==> config.mk <==
export PLATFORM = sky130hd
export DESIGN_NAME = uart_rx_monitor
export DESIGN_NICKNAME = d
export VERILOG_FILES = /design/src/rtl/uart_rx_monitor.sv
export SDC_FILE = /design/constraint.sdc
export NUM_CORES = 1
export LEC_CHECK = 0
export CORE_ASPECT_RATIO = 0.8
export CORE_MARGIN = 3
export CORE_UTILIZATION = 50
export CTS_CLUSTER_DIAMETER = 40
export DETAILED_ROUTE_END_ITERATION = 12
export GPL_TIMING_DRIVEN = 1
export MAX_ROUTING_LAYER = met4
export PLACE_DENSITY = 0.65
export SETUP_SLACK_MARGIN = 0.02
export SYNTH_ARGS = -nofsm -noshare
export SYNTH_HDL_FRONTEND = slang
export SYNTH_SLANG_ARGS = --single-unit
==> constraint.sdc <==
create_clock -name clock -period 3.2 [get_ports clock]
set_clock_uncertainty 0.1 [all_clocks]
set_input_delay 0.48 -clock clock [delete_from_list [all_inputs] [get_ports clock]]
set_output_delay 0.48 -clock clock [all_outputs]
set_load 0.01 [all_outputs]
==> src/rtl/uart_rx_monitor.sv <==
// uart_rx_monitor
//
// Passive receiver for an 8N1 UART line. Received bytes go into a small FIFO for a
// downstream consumer. Framing errors, dropped bytes and receiver activity are reported.
//
// Parameters
//   CLKS_PER_BIT : clock cycles per UART bit (4..65535)
//   FIFO_DEPTH   : received-byte buffer entries (power of two, 2..64)
//
// Ports
//   clock      : clock; all logic on the rising edge
//   reset      : synchronous, active-low reset
//   rxd        : asynchronous serial input, idle high
//   out_valid  : FIFO non-empty; out_data holds the oldest byte
//   out_data   : oldest received byte (forced to 0 while the FIFO is empty)
//   out_ready  : consumer pops the FIFO when out_valid && out_ready
//   frame_err  : one-cycle pulse when a stop bit samples low
//   overflow   : sticky; a byte was dropped because the FIFO was full
//   drop_count : number of dropped bytes, saturating at 255
//   busy       : receiver state machine is not idle

module uart_rx_monitor #(
   parameter int unsigned CLKS_PER_BIT = 16,
   parameter int unsigned FIFO_DEPTH   = 8
) (
   input  logic       clock,
   input  logic       reset,
   input  logic       rxd,
   output logic       out_valid,
   output logic [7:0] out_data,
   input  logic       out_ready,
   output logic       frame_err,
   output logic       overflow,
   output logic [7:0] drop_count,
   output logic       busy
);

   localparam int unsigned TimerW = $clog2(CLKS_PER_BIT);
   localparam int unsigned AddrW  = $clog2(FIFO_DEPTH);
   localparam int unsigned PtrW   = AddrW + 1;

   // The timer counts down to zero.
   // Loading N-1 makes the expiry test fall on the Nth cycle.
   localparam logic [TimerW-1:0] BitLoad  = TimerW'(CLKS_PER_BIT - 1);
   localparam logic [TimerW-1:0] HalfLoad = TimerW'(CLKS_PER_BIT / 2 - 1);

   typedef enum logic [2:0] {
      StIdle,
      StStart,
      StData,
      StStop,
      StBreak
   } state_e;

   // ------------------------------------------------------------------
   // Input synchronizer
   // ------------------------------------------------------------------
   logic [1:0] sync_q;
   logic       rxs;

   always_ff @(posedge clock) begin
      if (!reset) begin
         sync_q <= 2'b11;
      end else begin
         sync_q <= {sync_q[0], rxd};
      end
   end

   assign rxs = sync_q[1];

   // ------------------------------------------------------------------
   // Receive state machine
   // ------------------------------------------------------------------
   state_e            state_q, state_d;
   logic [TimerW-1:0] timer_q, timer_d;
   logic [2:0]        bit_idx_q, bit_idx_d;
   logic [7:0]        shift_q, shift_d;
   logic              frame_err_q, frame_err_d;
   logic              push;
   logic              timer_done;

   assign timer_done = (timer_q == '0);

   always_ff @(posedge clock) begin
      if (!reset) begin
         state_q     <= StIdle;
         timer_q     <= '0;
         bit_idx_q   <= '0;
         shift_q     <= '0;
         frame_err_q <= 1'b0;
      end else begin
         state_q     <= state_d;
         timer_q     <= timer_d;
         bit_idx_q   <= bit_idx_d;
         shift_q     <= shift_d;
         frame_err_q <= frame_err_d;
      end
   end

   always_comb begin
      state_d     = state_q;
      timer_d     = timer_q;
      bit_idx_d   = bit_idx_q;
      shift_d     = shift_q;
      frame_err_d = 1'b0;
      push        = 1'b0;

      unique case (state_q)
         StIdle: begin
            if (!rxs) begin
               state_d = StStart;
               timer_d = HalfLoad;
            end
         end

         // Re-check the line at mid start bit.
         // A line that is already high again was a glitch and is ignored silently.
         StStart: begin
            if (timer_done) begin
               if (!rxs) begin
                  state_d   = StData;
                  timer_d   = BitLoad;
                  bit_idx_d = 3'd0;
               end else begin
                  state_d = StIdle;
               end
            end else begin
               timer_d = timer_q - TimerW'(1);
            end
         end

         // LSB arrives first.
         // Shift right so that the first bit ends up in bit 0 after eight samples.
         StData: begin
            if (timer_done) begin
               shift_d   = {rxs, shift_q[7:1]};
               timer_d   = BitLoad;
               bit_idx_d = bit_idx_q + 3'd1;
               if (bit_idx_q == 3'd7) begin
                  state_d = StStop;
               end
            end else begin
               timer_d = timer_q - TimerW'(1);
            end
         end

         StStop: begin
            if (timer_done) begin
               if (rxs) begin
                  push    = 1'b1;
                  state_d = StIdle;
               end else begin
                  frame_err_d = 1'b1;
                  state_d     = StBreak;
               end
            end else begin
               timer_d = timer_q - TimerW'(1);
            end
         end

         // Wait out a held-low line.
         // Restarting from idle here would report one framing error per frame time.
         StBreak: begin
            if (rxs) begin
               state_d = StIdle;
            end
         end

         default: begin
            state_d = StIdle;
         end
      endcase
   end

   assign frame_err = frame_err_q;
   assign busy      = (state_q != StIdle);

   // ------------------------------------------------------------------
   // Receive FIFO
   // ------------------------------------------------------------------
   logic [7:0]      mem [FIFO_DEPTH];
   logic [PtrW-1:0] wr_ptr_q, rd_ptr_q;
   logic            full, empty;
   logic            pop, wr_en, drop;
   logic            overflow_q;
   logic [7:0]      drop_count_q;

   assign empty = (wr_ptr_q == rd_ptr_q);
   assign full  = (wr_ptr_q[AddrW] != rd_ptr_q[AddrW]) &&
                  (wr_ptr_q[AddrW-1:0] == rd_ptr_q[AddrW-1:0]);

   assign pop   = out_ready && !empty;
   // When the FIFO is full, a pop in the same cycle frees the slot the push needs.
   assign wr_en = push && (!full || pop);
   assign drop  = push && full && !pop;

   always_ff @(posedge clock) begin
      if (wr_en) begin
         mem[wr_ptr_q[AddrW-1:0]] <= shift_q;
      end
   end

   always_ff @(posedge clock) begin
      if (!reset) begin
         wr_ptr_q     <= '0;
         rd_ptr_q     <= '0;
         overflow_q   <= 1'b0;
         drop_count_q <= '0;
      end else begin
         if (wr_en) begin
            wr_ptr_q <= wr_ptr_q + PtrW'(1);
         end
         if (pop) begin
            rd_ptr_q <= rd_ptr_q + PtrW'(1);
         end
         if (drop) begin
            overflow_q <= 1'b1;
            if (drop_count_q != 8'hFF) begin
               drop_count_q <= drop_count_q + 8'd1;
            end
         end
      end
   end

   assign out_valid  = !empty;
   assign out_data   = empty ? 8'h00 : mem[rd_ptr_q[AddrW-1:0]];
   assign overflow   = overflow_q;
   assign drop_count = drop_count_q;

endmodule

; ---- Yosys cells after proc, flatten, opt, wreduce, memory -nomap -nowiden
; Memories as Yosys holds them, arrays and structs flattened. A register that Yosys moved wholly into a read port is not among the register bits.
; Cells that the tools add are included.
[word_totals]
register_bits = 38
latchBits = 0
ramBits = 64
mem_bits_ro = 0
in_bits = 4
output_inout_bits = 20
word_cells = 82
mem_count = 1
[memory_table]
columns = memory, words, word_bits, rd, rd_ports_with_merged_regs, write_ports, line
row1 = mem, 8, 8, 1, 1, 1, 181  ; logic [7:0] mem [FIFO_DEPTH];
[op_classes]
n_addsub = 5
multipliers = 0
div = 0
magnitude_cmp = 0
eq_ne = 18
shift = 0
mux = 28
bitwise = 0
n_reduce_logical = 20
[ops]
columns = cell, count
row1 = 3-bit 2-to-1 mux, 12
row2 = 4-bit 2-to-1 mux, 5
row3 = 2-bit inequality test (second input constant), 8
row4 = 4-bit one-hot mux with 4 select lines, 1
row5 = 3-bit one-hot mux with 5 select lines, 1
row6 = 4-bit by 1-bit adder with 4-bit output (second input constant), 2
row7 = 8-bit by 1-bit adder with 8-bit output (second input constant), 1
row8 = 8-bit 2-to-1 mux, 1
row9 = 8-bit inequality test (second input constant), 1
row10 = 4-bit AND reduction, 2
row11 = 3-bit by 2-bit == test with 1-bit output (second input constant), 2
row12 = 3-bit == test (second input constant), 2
row13 = 1-bit 2-to-1 mux, 6
row14 = 3-bit one-hot mux with 2 select lines, 1
row15 = 6-bit AND reduction, 1
row16 = 1-bit logical AND, 5
row17 = 4-bit == test, 1
row18 = 4-bit logical NOT, 1
row19 = 2-bit AND reduction, 2
row20 = 4-bit nonzero test, 1
row21 = 4-bit by 1-bit subtractor with 4-bit output (second input constant), 1
row22 = 3-bit by 1-bit adder with 3-bit output (second input constant), 1
row23 = 3-bit by 1-bit == test with 1-bit output (second input constant), 1
row24 = 3-bit == test, 1
row25 = other kinds (9), 11

; ---- Depth between registers and ports, before layout
; Gate-level depths: netlist (run 1).
[logic_depth]
depth_word = 7
depth_mapped = 8
ltp_nobuf = 7

; ---- Worst setup path after synthesis (run 1)
; OpenSTA, ideal clock, no wires.
[synth_path]
kind = register to register
from = register timer_q[0]
to = memory mem[6][0] (enable)
setup_time_ns = 0.385
arrival_ns = 2.219
required_time_ns = 2.715
slack_ns = 0.496
stages_incl_launch_ff = 8
period_less_slack_ns = 2.704
cell_sequence = dfxtp_1 -> inv_1 -> ha_1 -> nor4b_4 -> nand4_1 -> a21oi_1 -> nand2_1 -> nor3b_1
[synth_between]
elab_chain_cells = 6
[synth_rtl]
columns = element, line
row1 = from (decl), 75  ; logic [TimerW-1:0] timer_q, timer_d;
row2 = from (signal assigned), 93  ; timer_q <= timer_d;
row3 = 4-bit logical NOT, 82  ; assign timer_done = (timer_q == '0);
row4 = 1-bit 2-to-1 mux, 148  ; if (timer_done) begin
row5 = 1-bit 2-to-1 mux, 108  ; unique case (state_q)
row6 = 1-bit logical AND, 194  ; assign wr_en = push && (!full || pop);
row7 = 1-bit 2-to-1 mux, 198  ; if (wr_en) begin
row8 = 1-bit 2-to-1 mux (implied by the code), 199  ; mem[wr_ptr_q[AddrW-1:0]] <= shift_q;
row9 = to (decl), 181
; No other way between the ends.

==> flow_summary.json, run 1 <==
{
  "cts.repair.resized": 0,
  "drc": 0,
  "outcome": "finished clean",
  "synthesis.nets": 333,
  "r2r_slack_ns": 0.56,
  "ys_seq_elements": 105,
  "r2r_cells": 8,
  "clk_transition_reported_paths_ns": 0.10,
  "track_usage_pct": 18.6,
  "syn_area_um2": 4290,
  "crit_type": "flip-flop to output port",
  "cts_root_buffer": "clkbuf_8",
  "internal_power_w": 0.00174,
  "port_buffers": 23,
  "clockPowerShare_pct": 34.0,
  "finalNonFillerCells": 465,
  "die_y_um": 88.8,
  "drt.antenna.violating_nets": 0,
  "synth_ff_type": "edfxtp_1",
  "synthTopCellsByArea": "edfxtp_1 (45%), dfxtp_1 (19%), mux4_2 (8.4%)",
  "grt_max_degree": 27,
  "drive_gt1_share_pct": 14.3,
  "top_layer_used": "met4",
  "hold_violations": 0,
  "clk_path_buf_depth": 2,
  "drtPass1Iterations": 4,
  "nNetsFinal": 362,
  "synth_edf_count": 64,
  "wl_met1_um": 4020,
  "setup_slack_ns": 0.299,
  "die_area_um2": 9720,
  "swShare_pct": 22.2,
  "dp_hpwl_um": 5430,
  "nFillCells": 677,
  "post-route-util_pct": 59.7,
  "r2r_start": "timer_q[0]",
  "async_flop_share_pct": 0,
  "cp_max_fo": 12,
  "slew_headroom_pct": 56.7,
  "wl_met3_um": 474,
  "hold_class": "flip-flop to flip-flop",
  "synth_top_cell_by_area": "edfxtp_1",
  "dp_slack_ns": 0.550,
  "start_kind": "flip-flop",
  "cts.sinks": 105,
  "rows": 29,
  "finalWirelength_um": 8030,
  "maxSlewViolCount": 0,
  "grt_pass1_vias": 2365,
  "layout_min_cycle_time_ns": 2.90,
  "maxCapViolations": 0,
  "grt_remaining_overflow": 0,
  "yosysSeqAreaShare_pct": 64.0,
  "p_leak_nw": 1.60,
  "clkLatencyLatePin_ns": 0.36,
  "pin_count": 24,
  "dp_cells": 449,
  "cp.required_ns": 2.62,
  "synth_cell_types": 40,
  "routabilityCongestion": 0.737,
  "cts_setup_buffers": 0,
  "wire_per_inst_um": 17.3,
  "grt_first_pass_wirelength_um": 12900,
  "end_kind": "output port",
  "cts_buffers": 9,
  "hold_buffers": 0,
  "r2r_end": "mem[6][3]",
  "htreeDepth": 3,
  "antenna_cells": 0,
  "postSynthCellCount": 323,
  "crit_end": "out_data[2]",
  "drt_iter0_drc": 169,
  "p_comb_share_pct": 2.2,
  "area_growth_pct": 13.2,
  "ir_drop_mv": 0.262,
  "worst_pin_slew_ns": 0.649,
  "fin_tns_setup_ns": 0,
  "finalSetupViolCount": 0,
  "num_vias": 2577,
  "synth_top_cell_area_share_pct": 44.8,
  "antenna_found_initial": 0,
  "dr_wl_met2_um": 3480,
  "fp.dieW_um": 110,
  "initial_utilization_pct": 52.7,
  "detail_route.vias_per_cell": 5.54,
  "worstPathArrival_ns": 2.32,
  "placeableCoreArea_um2": 8130,
  "p_sw_w": 0.000497,
  "syn_area_per_cell_um2": 13.3,
  "timing.final.crit_share_pct": 90.7,
  "power.density_nw_per_um2": 461,
  "min_from": "sync_q[0]",
  "rsz0062_at_grt": "no",
  "clock.fmax_ghz": 0.345,
  "p_seq_share_pct": 63.9,
  "ys_warn_count": 0,
  "cts_tree": "built"
}
## synth_stat cells, types with 2 or more instances
| master | instances |
|---|---|
| xor2_1 | 5 |
| a31oi_1 | 3 |
| xnor2_1 | 3 |
| mux2i_1 | 10 |
| a21oi_1 | 20 |
| or4_1 | 2 |
| edfxtp_1 | 64 |
| buf_6 | 2 |
| nor3_1 | 4 |
| nor4_1 | 2 |
| dfxtp_1 | 41 |
| nor2_1 | 30 |
| o21ai_0 | 9 |
| inv_1 | 5 |
| o31ai_1 | 4 |
| mux4_2 | 16 |
| clkbuf_1 | 11 |
| nand2b_1 | 5 |
| buf_2 | 4 |
| a211oi_1 | 4 |
| and2_1 | 2 |
| nand4_1 | 3 |
| nor4b_1 | 3 |
| nand2_1 | 35 |
| nor3b_1 | 4 |
| or3_1 | 7 |
| ha_1 | 6 |
| a22oi_1 | 3 |
| nand3_1 | 5 |
## critical path, cell delays in order, from the launching register on
cell and delay [ns]:
dfxtp_1 0.75, buf_4 0.25, mux4_2 0.29, mux2i_1 0.15, nor2_1 0.05, clkdlybuf4s50_1 0.47
## registers in the layout, summed over array words and instances, names as in the netlist, named ones only
| register | flops |
|---|---|
| rd_ptr_q | 4 |
| overflow | 1 |
| sync_q | 2 |
| mem | 64 |
| state_q | 3 |
| wr_ptr_q | 4 |
| frame_err | 1 |
| timer_q | 4 |
| shift_q | 8 |
| drop_count | 8 |
| bit_idx_q | 3 |
## through the flow
stage          hold slack, ns  area (um^2)  total power (W)
2_1_floorplan           0.286         4290          0.00149
6_report                0.319         4850          0.00224
3_5_place_dp            0.304         4670          0.00151
5_1_grt                 0.344         4850          0.00232
3_3_place_gp            0.295         4670          0.00151
4_1_cts                 0.323         4850          0.00226
## cell usage in the layout, fill, tap and decap left out, types with 2 or more instances in the layout
cell             instances
edfxtp_1                64
dfxtp_1                 41
nand2_1                 35
nor2_1                  30
clkdlybuf4s50_1         23
a21oi_1                 20
mux4_2                  16
buf_4                   13
mux2i_1                 10
o21ai_0                  9
clkbuf_8                 9
or3_1                    7
ha_1                     6
xor2_1                   5
inv_1                    5
nand3_1                  5
nand2b_1                 5
a211oi_1                 4
nor3_1                   4
nor3b_1                  4
o31ai_1                  4
xnor2_1                  3
nand4_1                  3
a31oi_1                  3
a22oi_1                  3
nor4b_1                  2
nor4_1                   2
and2_1                   2
or4_1                    2
clkinvlp_4               2
inv_8                    2
inv_6                    2
## worst min path at each step
stage | to | slack (ns) | depth (start not counted)
global placement | sync_q[1] | 0.29 | 1
CTS | sync_q[1] | 0.32 | 1
detailed placement | sync_q[1] | 0.30 | 1
finish | sync_q[1] | 0.32 | 1
floorplan | sync_q[1] | 0.29 | 1
global route | sync_q[1] | 0.34 | 1
## power by group through the flow
| stage | Combinational [W] | Clock (W) | Sequential (W) |
|---|---|---|---|
| after CTS | 0.0000488 | 0.000782 | 0.00143 |
| after floorplan | 0.0000356 | 0 | 0.00146 |
| after global placement | 0.0000472 | 0 | 0.00146 |
| final | 0.0000487 | 0.000759 | 0.00143 |
| after global routing | 0.0000537 | 0.000841 | 0.00143 |
| after detailed placement | 0.0000486 | 0 | 0.00146 |
## kinds of logic (layout without fill, tap and decap cells)
family | Yosys count | count (layout) | synth area share, %
fa+ha+maj | 6 | 6 | 1.75
xor+xnor | 8 | 8 | 1.64
compound gates | 48 | 48 | 6.86
simple gates | 107 | 107 | 12.5
flops | 105 | 105 | 64.0
mux | 26 | 26 | 10.7
buf+inv | 23 | 57 | 2.48
## metal layers
layer	GRT usage, %	up-vias
met5	-	-
met1	27.9	1258
met3	4.81	5
met2	25.5	53
li1	-	1261
met4	4.08	0
## layout make-up
| cell class | count | area, um^2 | share of cell area, % |
|---|---|---|---|
| clock buffers | 9 | 124 | 2.55 |
| clock inverters | 7 | 60.1 | 1.24 |
| inverters | 5 | 18.8 | 0.387 |
| multi-input cells | 195 | 1440 | 29.7 |
| flip-flops and latches | 105 | 2740 | 56.5 |
| well taps | 108 | 135 | 2.79 |
| repair buffers | 36 | 328 | 6.76 |
Power figures use the tool's default switching activity.
==> run 2: changes to the inputs <==
--- a/config.mk
+++ b/config.mk
@@ -12,7 +12,7 @@
 export DETAILED_ROUTE_END_ITERATION = 12
 export GPL_TIMING_DRIVEN = 1
 export MAX_ROUTING_LAYER = met4
-export PLACE_DENSITY = 0.65
+export PLACE_DENSITY = 0.67
 export SETUP_SLACK_MARGIN = 0.02
 export SYNTH_ARGS = -nofsm -noshare
 export SYNTH_HDL_FRONTEND = slang
==> constraint.sdc (replaced) <==
create_clock -name clock -period 2.35 [get_ports clock]
set_clock_uncertainty 0.1 [all_clocks]
set_input_delay 0.3525 -clock clock [delete_from_list [all_inputs] [get_ports clock]]
set_output_delay 0.3525 -clock clock [all_outputs]
set_load 0.01 [all_outputs]
==> run 2 against run 1 <==
Design area is 3.6% higher. Die area stayed put. Cell count is 3.0% higher. Sequential share of layout area is 1.9 points lower. Sequential cell count stayed put. Power is 33% higher. Core utilization is 2.2 points higher. Largest power group unchanged.
==> flow_summary.json, run 2 (synthesis results as in run 1) <==
{
  "fp.dieW_um": 110,
  "layout_commonest_cell": "edfxtp_1",
  "ir_drop_mv": 0.367,
  "end_kind": "output port",
  "worst_hold_slack_ns": 0.320,
  "area_growth_pct": 17.3,
  "cts_root_buffer": "clkbuf_8",
  "finalPower_w": 0.00297,
  "p_seq_share_pct": 65.5,
  "cp.required_ns": 1.90,
  "grt_pass1_vias": 2580,
  "fin_area_um2": 5030,
  "grt_max_degree": 22,
  "use_met2_pct": 27.9,
  "dp_cells": 459,
  "clk_transition_reported_paths_ns": 0.09,
  "hold_buffers": 0,
  "clock.fmax_ghz": 0.427,
  "layout_min_cycle_time_ns": 2.34,
  "clockPowerShare_pct": 31.7,
  "drt.antenna.violating_nets": 0,
  "grt_first_pass_wirelength_um": 13300,
  "grt_busiest_layer": "met2",
  "grt.met1_usage_pct": 25.9,
  "met3_usage_pct": 4.38,
  "p_sw_w": 0.000613,
  "rsz0062_at_grt": "yes",
  "grt_remaining_overflow": 0,
  "initial_utilization_pct": 52.7,
  "cp_max_fo": 7,
  "outcome": "finished clean",
  "finalWirelength_um": 8260,
  "nNetsFinal": 376,
  "post-route-util_pct": 61.9,
  "largest_reg_flops": 64,
  "crit_type": "flip-flop to output port",
  "drive_gt1_share_pct": 21.0,
  "drtPass1Iterations": 4,
  "internal_power_w": 0.00235,
  "cts_tree": "built",
  "rows": 29,
  "num_vias": 2650,
  "cts_buffers": 9,
  "antenna_cells": 0,
  "clk_path_buf_depth": 2,
  "slew_headroom_pct": 61.6,
  "die_y_um": 88.8,
  "placeableCoreArea_um2": 8130,
  "maxCapViolations": 0,
  "worstPathArrival_ns": 1.89,
  "cts.sinks": 105,
  "hold_class": "flip-flop to flip-flop",
  "port_buffers": 23,
  "worst_pin_slew_ns": 0.574,
  "pin_count": 24,
  "min_from": "sync_q[0]",
  "antenna_found_initial": 0,
  "dpl_cell_area_um2": 4790,
  "finalNonFillerCells": 479,
  "track_usage_pct": 18.8,
  "routabilityCongestion": 0.801,
  "dp_hpwl_um": 5790,
  "htreeDepth": 3,
  "drc": 0,
  "mostFrequentLayoutCells": "edfxtp_1 (64), dfxtp_1 (38), nand2_1 (35)",
  "drt_iter0_drc": 188,
  "finalSetupViolCount": 0,
  "hold_violations": 0,
  "die_area_um2": 9720,
  "detail_route.vias_per_cell": 5.53,
  "timing.final.crit_share_pct": 99.6,
  "power.density_nw_per_um2": 590,
  "p_comb_share_pct": 2.8,
  "maxSlewViolCount": 0,
  "swShare_pct": 20.7,
  "r2r_start": "timer_q[0]",
  "p_leak_nw": 1.73,
  "clkLatencyLatePin_ns": 0.36,
  "start_kind": "flip-flop",
  "wire_per_inst_um": 17.2
}
==> run 2: cell count changes in the layout (fill, tap and decap cells not counted), moves of 3 or more <==
cell / change
dfxtp_1: -3
buf_2: +5
buf_4: +8
clkbuf_2: +3
clkdlybuf4s50_1: -9
buf_12: +5
==> run 2: power groups by stage <==
stage	sequential (W)	clock (W)	combinational [W]
after global routing	0.00195	0.00104	0.0000897
after CTS	0.00194	0.000968	0.0000784
after detailed placement	0.00199	0	0.0000783
after floorplan	0.00198	0	0.0000485
final	0.00194	0.000939	0.0000826
after global placement	0.00199	0	0.0000761
==> run 2: path summary, 6_finish.rpt <==
| path | endpoint | slack [ns] | cells past startpoint |
|---|---|---|---|
| setup / recovery | out_data[6] | 0.01 | 6 |
| hold / removal | sync_q[1] | 0.32 | 1 |
| setup reg to reg | mem[2][3] | 0.14 | 7 |
| hold reg to reg | sync_q[1] | 0.32 | 1 |
==> run 2: stage by stage <==
stage	TNS [ns]	worst slack [ns]
floorplan	-10.47	-0.306
global placement	0	0.0752
detailed placement	-0.227	-0.0286
CTS	0	0.0221
global route	-0.0264	-0.0264
finish	0	0.00964
==> run 2: cell type report <==
cell class / instances / area (um^2)
Timing Repair Buffer: 50 / 478
Fill cell: 640 / 3100
Multi-Input combinational cell: 195 / 1480
Inverter: 5 / 18.8
Tap cell: 108 / 135
Clock inverter: 6 / 35.0
Clock buffer: 10 / 128
Sequential cell: 105 / 2750
==> run 2: what timing repair did <==
action / 4_1_cts / 5_1_grt
cloned: 1 / 0
setup buffers: 1 / 2
pin swaps: 0 / 1
resized for setup: 30 / 9
endpoints found under the setup margin: 9 / 27
==> run 2: layer usage <==
layer  vias to the layer above  share of wire [%]
met1                      1307                 49
met5                         -                  0
met3                         8                4.3
met2                        48                 46
met4                         0                1.1
li1                       1287                  -
==> run 2: critical path: stages (launching register included) <==
cell,delay (ns)
dfxtp_4,0.39
buf_12,0.14
buf_12,0.11
mux4_2,0.50
mux2i_1,0.20
nor2_1,0.05
buf_2,0.13
==> run 3: changes to the inputs <==
--- a/config.mk
+++ b/config.mk
@@ -10,7 +10,6 @@
 export CORE_UTILIZATION = 50
 export CTS_CLUSTER_DIAMETER = 40
 export DETAILED_ROUTE_END_ITERATION = 12
-export GPL_TIMING_DRIVEN = 1
 export MAX_ROUTING_LAYER = met4
 export PLACE_DENSITY = 0.67
 export SETUP_SLACK_MARGIN = 0.02
==> results of run 3 <==
The final DEF is identical to that of run 2; final timing and power are the same.
==> edit, RTL diff (settings of run 2) <==
`shift_q` no longer has a reset.
--- a/src/rtl/uart_rx_monitor.sv
+++ b/src/rtl/uart_rx_monitor.sv
@@ -87,5 +87,4 @@
          timer_q     <= '0;
          bit_idx_q   <= '0;
-         shift_q     <= '0;
          frame_err_q <= 1'b0;
       end else begin
@@ -93,7 +92,10 @@
          timer_q     <= timer_d;
          bit_idx_q   <= bit_idx_d;
-         shift_q     <= shift_d;
          frame_err_q <= frame_err_d;
       end
+   end
+
+   always_ff @(posedge clock) begin
+      shift_q <= shift_d;
    end
 
Check against the original RTL: no difference found for any inputs over 10 cycles, from zero or initial values and one cycle with reset low; that may be too few to reach the edited logic, so the function may still have changed.
==> edit against run 2 <==
  * Final area up 6.1%
  * Setup slack better by 0.051 ns
  * Routed wire length increased by 4.8%
  * Power grew 11%
  * First-iteration DRC count is 20% lower
  * Area after synthesis is 4.3% higher
  * Sequential share of layout area shrank 1.5 points
  * Sequential cell count is the same
  * Die area up 4.1%
  * Largest cell class unchanged
==> edit: results (changes against run 2) <==
- Outcome: finished, final reports clean (unchanged)
- First-pass GRT wire length: 14310 um (was 13260 um)
- Post-DP HPWL: 5674 um (was 5786 um)
- Setup slack at placement: 0.06820 ns (was -0.02857 ns)
- Post-synth EDFFs: 72 (was 64)
- Routability congestion estimate: 0.8432 (was 0.8010)
- Critical Path Max Stage Delay: 0.47 ns (was 0.50 ns)
- Reg area: 2838 um2 (was 2749 um2)
- Net Sw Frac: 0.2060 (was 0.2066)
- Placed Area: 5026 um2 (was 4790 um2)
- Leak Pwr: 1.838 nW (was 1.727 nW)
- CTS resizes: 39 (was 30)
- Synth cell count leaders: 72 x edfxtp_1, 33 x dfxtp_1, 22 x nor2_1, 19 x mux2i_1, 19 x nand2_1 (was 64 x edfxtp_1, 41 x dfxtp_1, 35 x nand2_1, 30 x nor2_1, 20 x a21oi_1)
- 1st-iter DRT viols: 150 (was 188)
- Sequential area share after synthesis: 0.6314 (was 0.6400)
- Placed insts: 460 (was 459)
- Layout cells sized above 1: 0.2654 (was 0.2102)
- Synth cell types: 52 (was 40)
- Vias per cell: 5.664 (was 5.532)
- Synth Net Count: 323 (was 333)
- Synth area leaders: edfxtp_1 48%, dfxtp_1 15%, mux4_2 8.1%, mux2i_1 4.3%, nor2_1 1.8% (was edfxtp_1 45%, dfxtp_1 19%, mux4_2 8.4%, nand2_1 3.1%, nor2_1 2.6%)
- Post-Route WL: 8656 um (was 8259 um)
- Vias in the first global route: 2725 (was 2580)
- GRT Util Overall: 0.1876 (was 0.1884)
- Slew Limit Headroom: 0.6745 (was 0.6164)
- Post-CTS Setup Inserts: 6 (was 1)
- Drt wl/cell: 17.85 um (was 17.24 um)
- Pin count of the biggest net entering global routing: 18 (was 22)
- Worst VDD drop: 553.6 uV (was 366.6 uV)
- Final net count: 378 (was 376)
## edit: power by group through the flow
| stage | Combinational, W | Sequential (W) | Clock, W |
|---|---|---|---|
| 5_1_grt | 0.000149 | 0.00197 | 0.00130 |
| 3_5_place_dp | 0.000131 | 0.00202 | 0 |
| 2_1_floorplan | 0.0000893 | 0.00201 | 0 |
| 3_3_place_gp | 0.000129 | 0.00202 | 0 |
| 4_1_cts | 0.000132 | 0.00197 | 0.00122 |
| 6_report | 0.000134 | 0.00197 | 0.00119 |
## edit: area by class of cell
cell class | count | share of cell area
Inverter | 7 | 0.004924
Timing Repair Buffer | 61 | 0.1027
Sequential cell | 105 | 0.5318
Clock buffer | 9 | 0.02321
Multi-Input combinational cell | 184 | 0.2938
Clock inverter | 7 | 0.01735
Tap cell | 112 | 0.02626
## edit: routing by layer
| layer | part of all wire | GRT usage | wire length (um) |
|---|---|---|---|
| met4 | 0.0066 | 0.05775 | 57 |
| met3 | 0.055 | 0.05157 | 475 |
| met1 | 0.47 | 0.2642 | 4061 |
| met2 | 0.47 | 0.2675 | 4062 |
| met5 | 0 | - | 0 |
## edit: final timing paths
kind | from | to | slack, ns | cells past startpoint
worst min-delay path | sync_q[0] | sync_q[1] | 0.33 | 1
worst max-delay path | flip-flop | out_data[1] | 0.06 | 6
worst min register to register | sync_q[0] | sync_q[1] | 0.33 | 1
worst max register to register | timer_q[0] | mem[4][5] | 0.15 | 7
## edit: kinds of logic after synthesis
kind of cell    after synthesis  synth area share
fa+ha+maj                     6           0.01679
compound gates               37           0.06017
mux                          35            0.1231
simple gates                100            0.1276
xor+xnor                      6           0.01511
flops                       105            0.6314
buf+inv                      24           0.02575
